--- src/rtl/spi_count_tx_if.sv ---
// spi_count_tx_if: request/handshake and SPI pins of the count transmitter.
// master = requester side, slave = transmitter side.
interface spi_count_tx_if;
  logic        start;
  logic [13:0] data;
  logic        sclk;
  logic        mosi;
  logic        cs_n;
  logic        busy;
  logic        done;

  modport master (
    output start, data,
    input  sclk, mosi, cs_n, busy, done
  );

  modport slave (
    input  start, data,
    output sclk, mosi, cs_n, busy, done
  );
endinterface

--- src/rtl/spi_count_tx.sv ---
// spi_count_tx: SPI mode-0 master sending the 14-bit count as one
// 16-bit MSB-first frame {2'b00, data}, with busy/done handshake.
module spi_count_tx #(
  parameter int CLK_DIV = 50
) (
  input  logic           clk,
  input  logic           rst_n,
  spi_count_tx_if.slave  bus
);

  localparam logic [1:0] IDLE = 2'd0;
  localparam logic [1:0] XFER = 2'd1;
  localparam logic [1:0] GAP  = 2'd2;

  localparam logic [7:0] HLAST = 8'(CLK_DIV - 1);

  logic [1:0]  state;
  logic [15:0] shreg;
  logic [3:0]  bcnt;
  logic [7:0]  hcnt;
  logic        sclk_q;
  logic        mosi_q;
  logic        cs_n_q;
  logic        busy_q;
  logic        done_q;

  logic [15:0] frame;
  logic        hwrap;

  assign frame = {2'b00, bus.data};
  assign hwrap = (hcnt == HLAST);

  always_ff @(posedge clk or negedge rst_n) begin
    if (!rst_n) begin
      state  <= IDLE;
      shreg  <= '0;
      bcnt   <= '0;
      hcnt   <= '0;
      sclk_q <= 1'b0;
      mosi_q <= 1'b0;
      cs_n_q <= 1'b1;
      busy_q <= 1'b0;
      done_q <= 1'b0;
    end else begin
      done_q <= 1'b0;
      unique case (state)
        IDLE: begin
          sclk_q <= 1'b0;
          if (bus.start) begin
            shreg  <= frame;
            mosi_q <= frame[15];
            cs_n_q <= 1'b0;
            busy_q <= 1'b1;
            bcnt   <= '0;
            hcnt   <= '0;
            state  <= XFER;
          end
        end
        XFER: begin
          if (hwrap) begin
            hcnt   <= '0;
            sclk_q <= ~sclk_q;
            if (sclk_q) begin
              if (bcnt == 4'd15) begin
                cs_n_q <= 1'b1;
                mosi_q <= 1'b0;
                done_q <= 1'b1;
                state  <= GAP;
              end else begin
                // rotate keeps every bit live; only [14] is ever observed
                shreg  <= {shreg[14:0], shreg[15]};
                mosi_q <= shreg[14];
                bcnt   <= bcnt + 4'd1;
              end
            end
          end else begin
            hcnt <= hcnt + 8'd1;
          end
        end
        GAP: begin
          sclk_q <= 1'b0;
          if (hwrap) begin
            hcnt   <= '0;
            busy_q <= 1'b0;
            state  <= IDLE;
          end else begin
            hcnt <= hcnt + 8'd1;
          end
        end
        default: state <= IDLE;
      endcase
    end
  end

  assign bus.sclk = sclk_q;
  assign bus.mosi = mosi_q;
  assign bus.cs_n = cs_n_q;
  assign bus.busy = busy_q;
  assign bus.done = done_q;

endmodule
--- src/flat_wrapper.sv ---
// flat-port wrapper written by rule: the top's interface ports become plain ports
module spi_count_tx_flat 
#(
  parameter int CLK_DIV = 50
)
  (clk, rst_n, bus_start, bus_data, bus_sclk, bus_mosi, bus_cs_n, bus_busy, bus_done);
  spi_count_tx_if bus_i ();
  input  logic clk;
  input  logic rst_n;
  input wire logic [$bits(bus_i.start)-1:0] bus_start;
  input wire logic [$bits(bus_i.data)-1:0] bus_data;
  output wire logic [$bits(bus_i.sclk)-1:0] bus_sclk;
  output wire logic [$bits(bus_i.mosi)-1:0] bus_mosi;
  output wire logic [$bits(bus_i.cs_n)-1:0] bus_cs_n;
  output wire logic [$bits(bus_i.busy)-1:0] bus_busy;
  output wire logic [$bits(bus_i.done)-1:0] bus_done;
  assign bus_i.start = bus_start;
  assign bus_i.data = bus_data;
  assign bus_sclk = bus_i.sclk;
  assign bus_mosi = bus_i.mosi;
  assign bus_cs_n = bus_i.cs_n;
  assign bus_busy = bus_i.busy;
  assign bus_done = bus_i.done;
  spi_count_tx #(.CLK_DIV(CLK_DIV)) u_core (.clk(clk), .rst_n(rst_n), .bus(bus_i));
endmodule
--- config.mk ---
export PLATFORM = sky130hd
export DESIGN_NAME = spi_count_tx_flat
export DESIGN_NICKNAME = d
export VERILOG_FILES = /design/src/rtl/spi_count_tx_if.sv /design/src/rtl/spi_count_tx.sv /design/src/flat_wrapper.sv
export SDC_FILE = /design/constraint.sdc
export NUM_CORES = 1
export LEC_CHECK = 0
export BUFFER_PORTS_ARGS = -buffer_cell sky130_fd_sc_hd__clkbuf_2
export CORE_AREA = 8 8 53 98
export CTS_BUF_LIST = sky130_fd_sc_hd__clkbuf_8
export CTS_CLUSTER_DIAMETER = 100
export DETAILED_ROUTE_END_ITERATION = 8
export DIE_AREA = 0 0 61 106
export GPL_ROUTABILITY_DRIVEN = 0
export GPL_TIMING_DRIVEN = 0
export PLACE_DENSITY = 0.63
export SLEW_MARGIN = 0
export SYNTH_ARGS = -nofsm -noshare
export SYNTH_HDL_FRONTEND = slang
export SYNTH_SLANG_ARGS = --single-unit
--- constraint.sdc ---
create_clock -name clk -period 2.6 [get_ports clk]
set_input_delay 0.52 -clock clk [delete_from_list [all_inputs] [get_ports clk]]
set_output_delay 0.52 -clock clk [all_outputs]
set_load 0.01 [all_outputs]
==> out/summary.json <==
{
  "clkPwrFrac_pct": 37.6,
  "ios": 22,
  "finish.net_count": 233,
  "grt_antenna_before_repair": 0,
  "clk_pin_slew_worst_paths_ns": 0.08,
  "yosysWarningCount": 0,
  "hold_path.class": "input pin to async pin",
  "reg2reg_setup_slack_ns": 0.26,
  "antenna-diode-count": 0,
  "layout-drive-gt1-share_pct": 17.5,
  "wl_per_cell_microns": 14.9,
  "cp.arrival_ns": 2.50,
  "fin_worst_skew_ns": 0.0104,
  "area.growth.synth_to_final_pct": 14.7,
  "grt_pass1_wl_microns": 6750,
  "postRouteWirelength_microns": 3930,
  "tritoncts": "built",
  "p_per_area_nw_per_um2": 517,
  "tritoncts_num_sinks": 35,
  "clock_network_latency_to_the_later_pin_of_the_worst_skew_pair_ns": 0.29,
  "placed_cells": 255,
  "fill_cells": 396,
  "worstSetupStartpointType": "register",
  "postCtsSetupRepairBufs": 0,
  "syn-num-nets": 205,
  "crit-reg2reg-capture": "u_core.state[0]",
  "grt_setup_unrepaired": "false",
  "reg2reg_from": "u_core.hcnt[1]",
  "tns_ns": 0,
  "max-vdd-ir-drop_mv": 0.411,
  "vias": 1472,
  "sw_frac_of_total_pct": 24.7,
  "intPower_uw": 811,
  "hold_viol_final": 0,
  "r2r_cells": 8,
  "port-buffer-count": 21,
  "post-route-period-util_pct": 89.8,
  "place_hpwl_microns": 2760,
  "required_ns": 2.77,
  "pwr-share-seq_pct": 53.2,
  "max_cap_violations": 0,
  "worst-slew-pin-transition_ns": 0.878,
  "route.detailed.vias_per_inst": 5.60,
  "setup_viol": 0,
  "cellLeakagePower_nw": 1.03,
  "seq_area_frac_synth_pct": 48.3,
  "floorplan.die.height_microns": 106,
  "comb_power_share_pct": 9.2,
  "rows": 33,
  "die_ar_sq_um": 6470,
  "status": "finished, final reports clean",
  "antenna_left": 0,
  "via_count_of_the_first_global_routing_pass": 1516,
  "number_of_clock_buffers_inserted_by_tritoncts": 5,
  "layoutNonFillerInstCount": 263,
  "synth.ff_latch_count": 35,
  "total_power_mw": 1.08,
  "drc": 0,
  "synth.distinct_cells": 38,
  "gr-total-overflow": 0,
  "post_synth_instance_area_sq_um": 1820,
  "grt_start_max_net_pins": 36,
  "coreArea_sq_um": 4010,
  "critical_path.max_fanout": 8,
  "cts_root_buffer": "clkbuf_8",
  "synth.avg_cell_area_sq_um": 9.98,
  "die_w_microns": 61,
  "ctsLongestPathBuffers": 2,
  "h-tree-depth": 2,
  "netSwitchingPower_uw": 266,
  "final_period_minus_worst_setup_slack_ns": 2.34,
  "setup.worst_path.end_class": "register",
  "postSynthCellCount": 182,
  "max_slew_margin_pct": 41.5,
  "drv_slew": 0,
  "maxClockFrequency_mhz": 428,
  "criticalPathCategory": "register to register",
  "grt.total_usage_pct": 13.3,
  "dr.first_iter.drc_count": 49,
  "floorplan.initialDensity_pct": 45.3,
  "drt-pass1-iter-count": 4
}
==> sequential cells by signal, summed over array words and instances, names as in the netlist <==
register         count
u_core.shreg        16
u_core.hcnt          8
u_core.bcnt          4
u_core.state         2
u_core.bus.busy      1
u_core.bus.cs_n      1
u_core.bus.done      1
u_core.bus.mosi      1
u_core.bus.sclk      1
==> critical path, cell delays in order (launching register included) <==
cell,delay (ns)
dfrtp_1,0.41
inv_1,0.08
ha_1,0.15
or3b_1,0.33
or4_1,0.40
buf_2,0.19
a21o_1,0.19
a21boi_2,0.15
mux2_1,0.33
==> stage by stage <==
step           area (sq um)  setup WS, ns  utilization, %  hold slack, ns
2_1_floorplan          1820         0.388               -           0.224
3_3_place_gp           1990         0.197            49.6           0.494
3_5_place_dp           1990         0.152            49.6           0.493
4_1_cts                2080         0.158            51.9           0.369
5_1_grt                2080         0.125            52.0           0.420
6_report               2080         0.265            52.0           0.340
==> worst max path at each step <==
| stage | depth (start not counted) | endpoint | startpoint |
|---|---|---|---|
| floorplan | 8 | u_core.state[0] | u_core.hcnt[1] |
| global placement | 7 | u_core.shreg[5] | bus_start |
| detailed placement | 7 | u_core.shreg[13] | u_core.bcnt[0] |
| CTS | 7 | u_core.shreg[13] | u_core.bcnt[0] |
| global route | 8 | u_core.shreg[13] | u_core.state[0] |
| finish | 8 | u_core.state[0] | u_core.hcnt[1] |
==> cells in the final DEF, fill, tap and decap left out, drive strengths merged, types with 2 or more instances in the layout <==
| cell | count |
|---|---|
| xor2 | 5 |
| o21ai | 10 |
| ha | 6 |
| mux2i | 15 |
| a21o | 2 |
| nand4 | 3 |
| clkbuf | 32 |
| o22ai | 15 |
| a21oi | 21 |
| inv | 5 |
| mux2 | 2 |
| nor2 | 8 |
| a21boi | 2 |
| nand2 | 13 |
| buf | 3 |
| a22o | 3 |
| a31oi | 2 |
| nand3 | 6 |
| dfrtp | 34 |
| nor3 | 9 |
==> cell type report <==
cell class                 instances  area, sq um  share of cell area (%)
clock buffer                       6         82.6                    3.97
sequential                        35          877                    42.1
tap                               52         65.1                    3.12
inverter                           4         15.0                   0.721
multi-input combinational        135          895                    43.0
timing repair buffer              21          105                    5.05
clock inverter                     2         8.76                   0.421
buffer                             8         33.8                    1.62
==> cells by family (layout without fill, tap and decap cells) <==
| logic type | count (synthesis) | in the layout | share of synthesized area (%) |
|---|---|---|---|
| buf+inv | 12 | 41 | 2.69 |
| fa+ha+maj | 6 | 6 | 4.13 |
| simple gates | 50 | 50 | 14.2 |
| compound gates | 56 | 56 | 18.3 |
| xor+xnor | 6 | 6 | 2.89 |
| mux | 17 | 17 | 9.51 |
| flops | 35 | 35 | 48.3 |
==> power groups by stage <==
stage	Clock [mW]	Combinational [mW]	Sequential, mW
after floorplan	0	0.0603	0.580
after global placement	0	0.0974	0.582
after detailed placement	0	0.101	0.583
after CTS	0.419	0.101	0.572
after global routing	0.437	0.113	0.574
final	0.405	0.0992	0.573
==> repair_timing <==
action | CTS | global route
endpoints found under the setup margin | 0 | 10
hold buffers | 0 | 0
gates resized for setup | 0 | 1
==> synthesized netlist by cell type <==
library cell   n  share of area, %
inv_1          4              0.83
a21boi_0       1              0.41
nand4_1        3               1.0
dfrtp_1       34                47
nor4bb_1       1              0.55
o21ai_1        1              0.28
o22ai_1       15               5.2
mux2_1         1              0.62
dfstp_2        1               1.4
nor4_1         1              0.34
a21oi_1       21               5.8
nor2b_1        1              0.34
nand2_1       12               2.5
clkbuf_1       5               1.0
o21ai_0        9               2.5
buf_2          3              0.83
a21bo_2        1              0.55
a31oi_1        2              0.69
a22o_1         3               1.4
mux2_2         1              0.62
xor2_1         5               2.4
nor3b_1        1              0.41
ha_1           6               4.1
nor2_1         8               1.7
or3b_1         1              0.48
nor3_1         9               2.5
nand2_2        1              0.34
and3b_1        1              0.48
nand3_1        6               1.7
xnor2_1        1              0.48
or4_1          1              0.41
nand2b_1       1              0.34
and4_1         1              0.48
a21o_1         2              0.83
mux2i_1       15               8.3
a21boi_2       1              0.62
and3_1         1              0.34
or3_1          1              0.34
==> metal layers <==
layer  vias to the layer above  wire length [microns]  track usage (%)
li1                        732                      -                -
met1                       708                   1880             17.2
met2                        27                   1870             20.3
met3                         5                    115             2.78
met4                         0                     65             6.05
met5                         -                      0                0
Note: power is estimated with default switching activity, not from simulation.
